## src/rtl/bigsub_serial_pkg.sv

```systemverilog
// Shared types and helpers for the word-serial multi-precision subtractor.
// Default geometry, FSM encoding and the 4-bit carry-lookahead slice function.
package bigsub_serial_pkg;

  localparam int DEF_W         = 32;
  localparam int DEF_NUM_WORDS = 128;

  typedef enum logic {
    IDLE = 1'b0,
    BUSY = 1'b1
  } state_t;

  // One lookahead slice of a + ~b + cin; returns {cout, diff[3:0]}
  function automatic logic [4:0] cla4_sub(input logic [3:0] a,
                                          input logic [3:0] b,
                                          input logic       cin);
    logic [3:0] bn;
    logic [3:0] g;
    logic [3:0] p;
    logic [4:0] c;
    bn   = ~b;
    g    = a & bn;
    p    = a ^ bn;
    c[0] = cin;
    c[1] = g[0] | (p[0] & cin);
    c[2] = g[1] | (p[1] & g[0]) | (p[1] & p[0] & cin);
    c[3] = g[2] | (p[2] & g[1]) | (p[2] & p[1] & g[0]) | (p[2] & p[1] & p[0] & cin);
    c[4] = g[3] | (p[3] & g[2]) | (p[3] & p[2] & g[1]) | (p[3] & p[2] & p[1] & g[0])
         | (p[3] & p[2] & p[1] & p[0] & cin);
    return {c[4], p ^ c[3:0]};
  endfunction

endpackage

```

## src/rtl/bigsub_serial_if.sv

```systemverilog
// Stream bus for bigsub_serial: operand word pairs in, difference words out.
// m_zero exists only when BIGSUB_ZERO_EN is defined.
interface bigsub_serial_if #(
  parameter int W         = 32,
  parameter int NUM_WORDS = 128
);
  localparam int CW = $clog2(NUM_WORDS);

  logic          s_valid;
  logic          s_ready;
  logic [W-1:0]  s_a;
  logic [W-1:0]  s_b;
  logic          m_valid;
  logic          m_ready;
  logic [W-1:0]  m_d;
  logic [CW-1:0] m_idx;
  logic          m_last;
  logic          m_borrow;
`ifdef BIGSUB_ZERO_EN
  logic          m_zero;
`endif

  modport slave (
    input  s_valid, s_a, s_b, m_ready,
    output s_ready, m_valid, m_d, m_idx, m_last, m_borrow
`ifdef BIGSUB_ZERO_EN
    , output m_zero
`endif
  );

  modport master (
    output s_valid, s_a, s_b, m_ready,
    input  s_ready, m_valid, m_d, m_idx, m_last, m_borrow
`ifdef BIGSUB_ZERO_EN
    , input m_zero
`endif
  );

endinterface

```

## src/rtl/bigsub_serial_claa_sub_word.sv

```systemverilog
// Combinational W-bit subtractor a + ~b + cin built from rippled 4-bit lookahead slices.
module bigsub_serial_claa_sub_word
  import bigsub_serial_pkg::*;
#(
  parameter int W = DEF_W
) (
  input  logic [W-1:0] a,
  input  logic [W-1:0] b,
  input  logic         cin,
  output logic [W-1:0] d,
  output logic         cout
);
  localparam int NS = W / 4;

  logic [NS:0] c_s;

  assign c_s[0] = cin;

  for (genvar i = 0; i < NS; i++) begin : g_slice
    assign {c_s[i+1], d[4*i +: 4]} = cla4_sub(a[4*i +: 4], b[4*i +: 4], c_s[i]);
  end

  assign cout = c_s[NS];

endmodule

```

## src/rtl/bigsub_serial.sv

```systemverilog
// Word-serial D = A - B over NUM_WORDS words, LS word first, registered borrow between words.
// Optional A == B flag on the last word when BIGSUB_ZERO_EN is defined.
module bigsub_serial
  import bigsub_serial_pkg::*;
#(
  parameter int W         = DEF_W,
  parameter int NUM_WORDS = DEF_NUM_WORDS
) (
  input  logic           clk,
  input  logic           rst_n,
  input  logic           clr,
  bigsub_serial_if.slave bus
);
  localparam int            CW       = $clog2(NUM_WORDS);
  localparam logic [CW-1:0] LAST_IDX = CW'(NUM_WORDS - 1);

  state_t        state_r;
  state_t        state_nxt_s;
  logic [CW-1:0] idx_r;
  logic          borrow_r;
  logic          m_valid_r;
  logic [W-1:0]  m_d_r;
  logic [CW-1:0] m_idx_r;
  logic          m_last_r;
  logic          m_borrow_r;

  logic          s_ready_s;
  logic          accept_s;
  logic          first_s;
  logic          last_s;
  logic          cin_s;
  logic [W-1:0]  diff_s;
  logic          cout_s;

  assign s_ready_s = ~m_valid_r | bus.m_ready;
  assign accept_s  = bus.s_valid & s_ready_s;
  // IDLE coincides with idx == 0, so it marks the first word of an operand
  assign first_s   = (state_r == IDLE);
  assign last_s    = (idx_r == LAST_IDX);
  assign cin_s     = first_s ? 1'b1 : ~borrow_r;

  bigsub_serial_claa_sub_word #(.W(W)) u_sub (
    .a    (bus.s_a),
    .b    (bus.s_b),
    .cin  (cin_s),
    .d    (diff_s),
    .cout (cout_s)
  );

  // Next-state: leave IDLE on the first accept, return on accept of the last word
  always_comb begin
    state_nxt_s = state_r;
    case (state_r)
      IDLE: begin
        if (accept_s) state_nxt_s = BUSY;
        else          state_nxt_s = IDLE;
      end
      BUSY: begin
        if (accept_s && last_s) state_nxt_s = IDLE;
        else                    state_nxt_s = BUSY;
      end
      default: state_nxt_s = IDLE;
    endcase
  end

  // State register
  always_ff @(posedge clk) begin
    if (!rst_n || clr) state_r <= IDLE;
    else               state_r <= state_nxt_s;
  end

  // Word counter, inter-word borrow and the one-entry output register
  always_ff @(posedge clk) begin
    if (!rst_n || clr) begin
      idx_r      <= {CW{1'b0}};
      borrow_r   <= 1'b0;
      m_valid_r  <= 1'b0;
      m_d_r      <= {W{1'b0}};
      m_idx_r    <= {CW{1'b0}};
      m_last_r   <= 1'b0;
      m_borrow_r <= 1'b0;
    end else if (accept_s) begin
      idx_r      <= last_s ? {CW{1'b0}} : idx_r + CW'(1);
      borrow_r   <= last_s ? 1'b0 : ~cout_s;
      m_valid_r  <= 1'b1;
      m_d_r      <= diff_s;
      m_idx_r    <= idx_r;
      m_last_r   <= last_s;
      m_borrow_r <= ~cout_s;
    end else if (bus.m_ready) begin
      m_valid_r  <= 1'b0;
    end
  end

  assign bus.s_ready  = s_ready_s;
  assign bus.m_valid  = m_valid_r;
  assign bus.m_d      = m_d_r;
  assign bus.m_idx    = m_idx_r;
  assign bus.m_last   = m_last_r;
  assign bus.m_borrow = m_borrow_r;

`ifdef BIGSUB_ZERO_EN
  logic zacc_r;
  logic m_zero_r;
  logic zacc_s;

  // Running "all difference words zero so far", restarted on word 0
  always_comb begin
    zacc_s = 1'b0;
    if (first_s) zacc_s = (diff_s == {W{1'b0}});
    else         zacc_s = zacc_r & (diff_s == {W{1'b0}});
  end

  // Zero accumulator and its flag, reported only on the last word
  always_ff @(posedge clk) begin
    if (!rst_n || clr) begin
      zacc_r   <= 1'b1;
      m_zero_r <= 1'b0;
    end else if (accept_s) begin
      zacc_r   <= last_s ? 1'b1 : zacc_s;
      m_zero_r <= last_s & zacc_s;
    end
  end

  assign bus.m_zero = m_zero_r;
`endif

endmodule

```

## src/flat_wrapper.sv

```systemverilog
// flat-port wrapper written by rule: the top's interface ports become plain ports
module bigsub_serial_flat import bigsub_serial_pkg::*;
#(
  parameter int W         = DEF_W,
  parameter int NUM_WORDS = DEF_NUM_WORDS
)
  (clk, rst_n, clr, bus_s_valid, bus_s_a, bus_s_b, bus_m_ready, bus_s_ready, bus_m_valid, bus_m_d, bus_m_idx, bus_m_last, bus_m_borrow);
  bigsub_serial_if #(.W(W), .NUM_WORDS(NUM_WORDS)) bus_i ();
  input  logic clk;
  input  logic rst_n;
  input  logic clr;
  input wire logic [$bits(bus_i.s_valid)-1:0] bus_s_valid;
  input wire logic [$bits(bus_i.s_a)-1:0] bus_s_a;
  input wire logic [$bits(bus_i.s_b)-1:0] bus_s_b;
  input wire logic [$bits(bus_i.m_ready)-1:0] bus_m_ready;
  output wire logic [$bits(bus_i.s_ready)-1:0] bus_s_ready;
  output wire logic [$bits(bus_i.m_valid)-1:0] bus_m_valid;
  output wire logic [$bits(bus_i.m_d)-1:0] bus_m_d;
  output wire logic [$bits(bus_i.m_idx)-1:0] bus_m_idx;
  output wire logic [$bits(bus_i.m_last)-1:0] bus_m_last;
  output wire logic [$bits(bus_i.m_borrow)-1:0] bus_m_borrow;
  assign bus_i.s_valid = bus_s_valid;
  assign bus_i.s_a = bus_s_a;
  assign bus_i.s_b = bus_s_b;
  assign bus_i.m_ready = bus_m_ready;
  assign bus_s_ready = bus_i.s_ready;
  assign bus_m_valid = bus_i.m_valid;
  assign bus_m_d = bus_i.m_d;
  assign bus_m_idx = bus_i.m_idx;
  assign bus_m_last = bus_i.m_last;
  assign bus_m_borrow = bus_i.m_borrow;
  bigsub_serial #(.W(W), .NUM_WORDS(NUM_WORDS)) u_core (.clk(clk), .rst_n(rst_n), .clr(clr), .bus(bus_i));
endmodule
```

## config.mk

```make
export PLATFORM = sky130hd
export DESIGN_NAME = bigsub_serial_flat
export DESIGN_NICKNAME = d
export VERILOG_FILES = /design/src/rtl/bigsub_serial_pkg.sv /design/src/rtl/bigsub_serial_if.sv /design/src/rtl/bigsub_serial_claa_sub_word.sv /design/src/rtl/bigsub_serial.sv /design/src/flat_wrapper.sv
export SDC_FILE = /design/constraint.sdc
export NUM_CORES = 1
export LEC_CHECK = 0
export ABC_AREA = 0
export BUFFER_PORTS_ARGS = -buffer_cell sky130_fd_sc_hd__buf_2
export CAP_MARGIN = 20
export CORE_AREA = 2 2 67 117
export CTS_BUF_LIST = sky130_fd_sc_hd__clkbuf_8
export CTS_CLUSTER_DIAMETER = 150
export CTS_CLUSTER_SIZE = 14
export DETAILED_ROUTE_END_ITERATION = 8
export DIE_AREA = 0 0 69 119
export PLACE_DENSITY = 0.77
export REMOVE_ABC_BUFFERS = 1
export SYNTH_ARGS = -nofsm -noshare
export SYNTH_HDL_FRONTEND = slang
export SYNTH_SLANG_ARGS = --single-unit
```

## constraint.sdc

```tcl
create_clock -name clk -period 3 [get_ports clk]
set_input_delay 0.45 -clock clk [delete_from_list [all_inputs] [get_ports clk]]
set_output_delay 0.45 -clock clk [all_outputs]
set_load 0.01 [all_outputs]
```

======== Word level (Yosys, flattened, before mapping) ========
Cells that the tools add are included.
word-level totals
  output and inout port bits .............. 43
  word-level logic and storage cells ...... 268
  bits of input ports ..................... 69
  register bits ........................... 51
operators by class
  bitwise gates (word level) .............. 246
  multiplexer cells ....................... 8
  $add $sub $neg .......................... 1
  equal/unequal tests ..................... 1
  reductions and logical operators ........ 4
operators with widths
  cell                   count
  $and A1 B1 Y1          129
  $or A1 B1 Y1           81
  $xor A4 B4 Y4          16
  $and A4 B4 Y4          8
  $not A4 Y4             8
  $add A7 B1 Y7 const B  1
  $eq A7 B7 Y1 const B   1
  $mux W7                1
  $mux W1                6
  $not A1 Y1             4
  $pmux W1 S2            1
  $reduce_bool A2 Y1     1
  $logic_and A1 B1 Y1    1
  $logic_not A1 Y1       1
  $logic_or A1 B1 Y1     1

======== Logic depth before layout (Yosys ltp) ========
  depth in word-level cells ............... 23
  gate-level depth with buffers ........... 14
  gate-level depth less buffers ........... 14

======== Modules after synthesis ========
From an unflattened synthesis, not the netlist that was laid out.
unflattened totals
  cells, all modules ...................... 433
  area, all modules ....................... 3,450.8 sq um
modules (own cells, without submodules)
  module                       times used  area an instance (sq um)  cells an instance
  bigsub_serial                1           1,920.6                   232
  bigsub_serial_claa_sub_word  1           1,530.2                   201

======== Worst setup path after synthesis ========
Ideal clock, no wire load.
  kind .................................... input port to flip-flop
  start ................................... input bus_s_b[6]
  end ..................................... register u_core.m_d_r[24] (netlist: u_core.bus.m_d[24])
  library setup time ...................... 86 ps
  data required time ...................... 2,914 ps
  arrival ................................. 2,797 ps
  stages on the path ...................... 11
  setup slack ............................. 117 ps
  cell sequence ........................... inv_1 ha_1 a21o_1 a221o_1 a211oi_2 o21ai_2 and4_2 o21a_1 nor2_1 fa_1 a211oi_1
between the ends
  word-level cells in the longest chain between the ends .. 16
  elaborated cells between the ends (all ways) .. 23
  classes of those cells .................. bitwise: 23
RTL lines
  element                                                   RTL line                                          source
  start, declared                                           flat_wrapper.sv:14                                input wire logic [$bits(bus_i.s_b)-1:0] bus_s_b;
  $not A4 Y4 *                                              bigsub_serial_pkg.sv:21                           bn = ~b;
  $and A4 B4 Y4 or $xor A4 B4 Y4 (tied branches)            bigsub_serial_pkg.sv:22, bigsub_serial_pkg.sv:23
  $and A1 B1 Y1 (on tied branches)                          bigsub_serial_pkg.sv:28, bigsub_serial_pkg.sv:29
  $or A1 B1 Y1, or another cell as far along (2 in series)  bigsub_serial_pkg.sv:28                           c[4] = g[3] | (p[3] & g[2]) | (p[3] & p[2] & g[1]) | (p[3] & p[2] & p[1] & g[0])
  $or A1 B1 Y1 or $and A1 B1 Y1 (tied branches)             bigsub_serial_pkg.sv:28, bigsub_serial_pkg.sv:29
  $or A1 B1 Y1 *                                            bigsub_serial_pkg.sv:29                           | (p[3] & p[2] & p[1] & p[0] & cin);
  $and A1 B1 Y1 *                                           bigsub_serial_pkg.sv:29
  $or A1 B1 Y1 *                                            bigsub_serial_pkg.sv:29
  $and A1 B1 Y1 *                                           bigsub_serial_pkg.sv:29
  $or A1 B1 Y1 *                                            bigsub_serial_pkg.sv:29
  $and A1 B1 Y1 *                                           bigsub_serial_pkg.sv:29
  $or A1 B1 Y1 *                                            bigsub_serial_pkg.sv:29
  $and A1 B1 Y1 *                                           bigsub_serial_pkg.sv:29
  $or A1 B1 Y1 *                                            bigsub_serial_pkg.sv:29
  $xor A4 B4 Y4 *                                           bigsub_serial_pkg.sv:30                           return {c[4], p ^ c[3:0]};
  end signal, assigned                                      bigsub_serial.sv:78                               m_d_r <= {W{1'b0}};
  end signal, assigned                                      bigsub_serial.sv:86                               m_d_r <= diff_s;
  end, declared                                             bigsub_serial.sv:22                               logic [W-1:0] m_d_r;
Mark *: on every way between the ends. The rest lies on a longest branch, timed or not.
A chain may end at the register's enable or synchronous reset.

======== Worst setup path in the final report ========
Same ends and word-level chain as after synthesis.

==> reports/metrics.yaml <==
status:
  status: "finished, final reports clean"
timing:
  final.period_utilization_pct: 93.0
  finalCriticalPeriod_ns: 2.79
  setup_tns_ns: 0
  worst_slew_pin_slew_ns: 0.601
  setup_viol: 0
  finalHoldViolations: 0
  rsz0062_at_grt: "no"
  slew_violations: 0
  hold_slack_ns: 0.379
  finClkSkew_ns: 0.00488
  maxSlewHeadroom_pct: 59.9
  max_freq_mhz: 358
layout:
  n_fill_cell: 711
  fin_cells: 621
  drive_above_1_share_pct: 27.2
  num-nets-final: 642
  n_antenna_cell: 0
  area_growth_pct: 23.7
  stdcell_area_sq_um: 4120
  multi_input_area_sq_um: 2090
  seq_area_sq_um: 1020
floorplan:
  core_region_area_sq_um: 7360
  die_h_um: 119
  fp.dieW_um: 69
  ioPinCount: 112
  initial_core_util_pct: 45.3
  rows: 42
  die_area_sq_um: 8210
critical_path:
  cpMaxStageDelayCell: "fa_1"
  worst_setup_path_start_kind: "primary input"
  path_class: "in2reg"
  crit_start: "bus_s_b[6]"
  path_depth: 12
  cp_data_required_time_ns: 3.24
  crit_buf_inv: 2
  crit_chain: "buf_2 > inv_1 > ha_1 > a21o_1 > a221o_1 > a211oi_2 > o21ai_2 > and4_2 > o21a_1 > nor2_1 > fa_1 > a211oi_1"
  rr_worst_depth: 12
  critPathTopFamily: "compound AO/OA/AOI/OAI gates"
  worstReg2RegStart: "u_core.state_r"
  cp_data_arrival_time_ns: 3.03
  end_kind: "flip-flop"
  crit_path_max_fanout: 3
  cp_slowest_stage_delay_ns: 0.43
clocking:
  numCtsBuffers: 5
  path_clk_slew_ns: 0.09
  clock_latency_ns: 0.31
  htreeDepth: 2
  clkSinkCount: 51
  cts_tree: "yes"
  clockBufferDepth: 2
  ctsResizeCount: 0
  cts_setup_buffers: 0
  cts-root-buf: "clkbuf_8"
  ctsHoldBuffers: 0
worst_hold_path:
  min_path_type: "in2reg"
  min-delay-start: "bus_s_valid"
  min_path_cells: 3
yosys:
  ys.flop_type: "dfxtp_1"
  yosysTopAreaCellShare_pct: 30.6
  yosysWarnings: 0
  synthMuxAreaShare_pct: 0
  syn_inst: 417
  synth_edf_count: 0
  synth_xor_area_share_pct: 6.04
  syn_avg_cell_area_sq_um: 8.00
  ys_ff_latch: 51
  synth_top_family_by_area: "simple AND/OR/NAND/NOR gates"
  yosysUniqueCellTypes: 49
  synth_area_leaders: "dfxtp_1, ha_1, nand2_1, a21oi_1, inv_1"
  async_flop_share_pct: 0
  synth-simple-area-share_pct: 19.8
  synth_fa_ha_area_share_pct: 17.2
  synth_area_sq_um: 3330
  synth_top_area_cell: "dfxtp_1"
  synth_commonest_cells: "nand2_1, dfxtp_1, inv_1"
  synth-seq-area-share_pct: 30.6
  synth-compound-area-share_pct: 19.5
  synth_most_common_cell: "nand2_1"
global_route:
  antenna_found_initial: 0
  grt_pass1_vias: 3258
  grt_pass1_wl_um: 13600
  grt_usage_pct: 20.1
  gr-total-overflow: 0
  grt_max_degree: 38
place:
  dpl_cell_area_sq_um: 4040
  numPortBuffers: 111
  dp_hpwl_um: 6460
  routabilityCongestion: 0.863
  dp.cells: 613
route:
  drc_errors: 0
  drt_wl_total_um: 8100
  drtIter0Drc: 105
  num_vias: 3257
  detail_route.vias_per_cell: 5.24
  wl_per_cell_um: 13.0
  drtAntennaViolNets: 0
  first_pass_iters: 4
power:
  powerDensity_nw_per_um2: 387
  ir_drop_v: 0.000205
  leakagePower_nw: 2.07
run:
  cap_violations: 0
==> routing by layer <==
layer / vias up / GRT usage (%) / share of wire, %
li1: 1649 / - / -
met1: 1490 / 20.5 / 39
met2: 97 / 37.9 / 53
met3: 21 / 3.72 / 4.6
met4: 0 / 10.4 / 3.2
met5: - / 0 / 0
==> sequential cells by signal (all words and copies together), names as in the netlist <==
| register | count |
|---|---|
| u_core.borrow_r | 1 |
| u_core.bus.m_borrow | 1 |
| u_core.bus.m_last | 1 |
| u_core.idx_r | 7 |
| u_core.bus.m_idx | 7 |
| u_core.bus.m_d | 32 |
| u_core.bus.m_valid | 1 |
| u_core.state_r | 1 |
==> where the power goes <==
part,internal [W],total (W),switching (W)
logic,0.000221,0.000484,0.000263
clock network,0.000160,0.000392,0.000232
registers,0.000704,0.000718,0.0000143
==> cells by family after synthesis <==
group	after synthesis
and+or+nand+nor	143
DFF	51
adders and majority gates	41
buffers and inverters	61
AOI/OAI and AO/OA	98
xor gates and xnor gates	23
==> tightest hold or removal path, stage by stage <==
cell and delay [ns]:
buf_2 0.11, inv_1 0.04, a21oi_1 0.05
==> cell usage in the layout, fill, tap and decap left out, types with 3 or more instances in the layout <==
| cell | netlist | layout |
|---|---|---|
| o21ai_0 | 14 | 14 |
| ha_1 | 33 | 33 |
| nand4_1 | 5 | 5 |
| a31oi_1 | 3 | 3 |
| and3_1 | 3 | 3 |
| xnor2_1 | 16 | 16 |
| buf_2 | 0 | 111 |
| dfxtp_1 | 51 | 51 |
| fa_1 | 8 | 8 |
| nand2b_1 | 3 | 3 |
| a21oi_1 | 38 | 38 |
| buf_4 | 0 | 13 |
| o21a_1 | 3 | 3 |
| a21o_1 | 7 | 7 |
| inv_1 | 45 | 46 |
| nor2_1 | 30 | 30 |
| clkbuf_8 | 0 | 5 |
| nor3_1 | 5 | 5 |
| nand2_1 | 58 | 58 |
| xor2_1 | 7 | 7 |
| nand3_1 | 21 | 21 |
| o211ai_1 | 5 | 5 |
| a31o_2 | 3 | 3 |
| a211oi_1 | 9 | 9 |
==> area by class of cell <==
class                      instances  area share [%]
multi-input combinational        305            50.6
timing repair buffer             124            15.8
tap                               88            2.67
clock inverter                     3           0.394
clock buffer                       5            1.67
sequential                        51            24.8
inverter                          45            4.10
==> path summary, 6_finish.rpt <==
| check | slack (ns) | endpoint |
|---|---|---|
| max reg2reg | 0.41 | u_core.bus.m_d[25] |
| min reg2reg | 0.46 | u_core.bus.m_idx[6] |
| min | 0.38 | u_core.bus.m_valid |
| max | 0.21 | u_core.bus.m_d[24] |
==> through the flow <==
stage                     total power [W]  setup WS (ns)  util, %
after CTS                         0.00161          0.221     56.1
after detailed placement          0.00122         -0.115     54.9
after floorplan                   0.00105          0.104        -
final                             0.00159          0.209     56.1
after global placement            0.00120        -0.0124     54.9
after global routing              0.00170         0.0794     56.1
(Power assumes the default switching activity.)
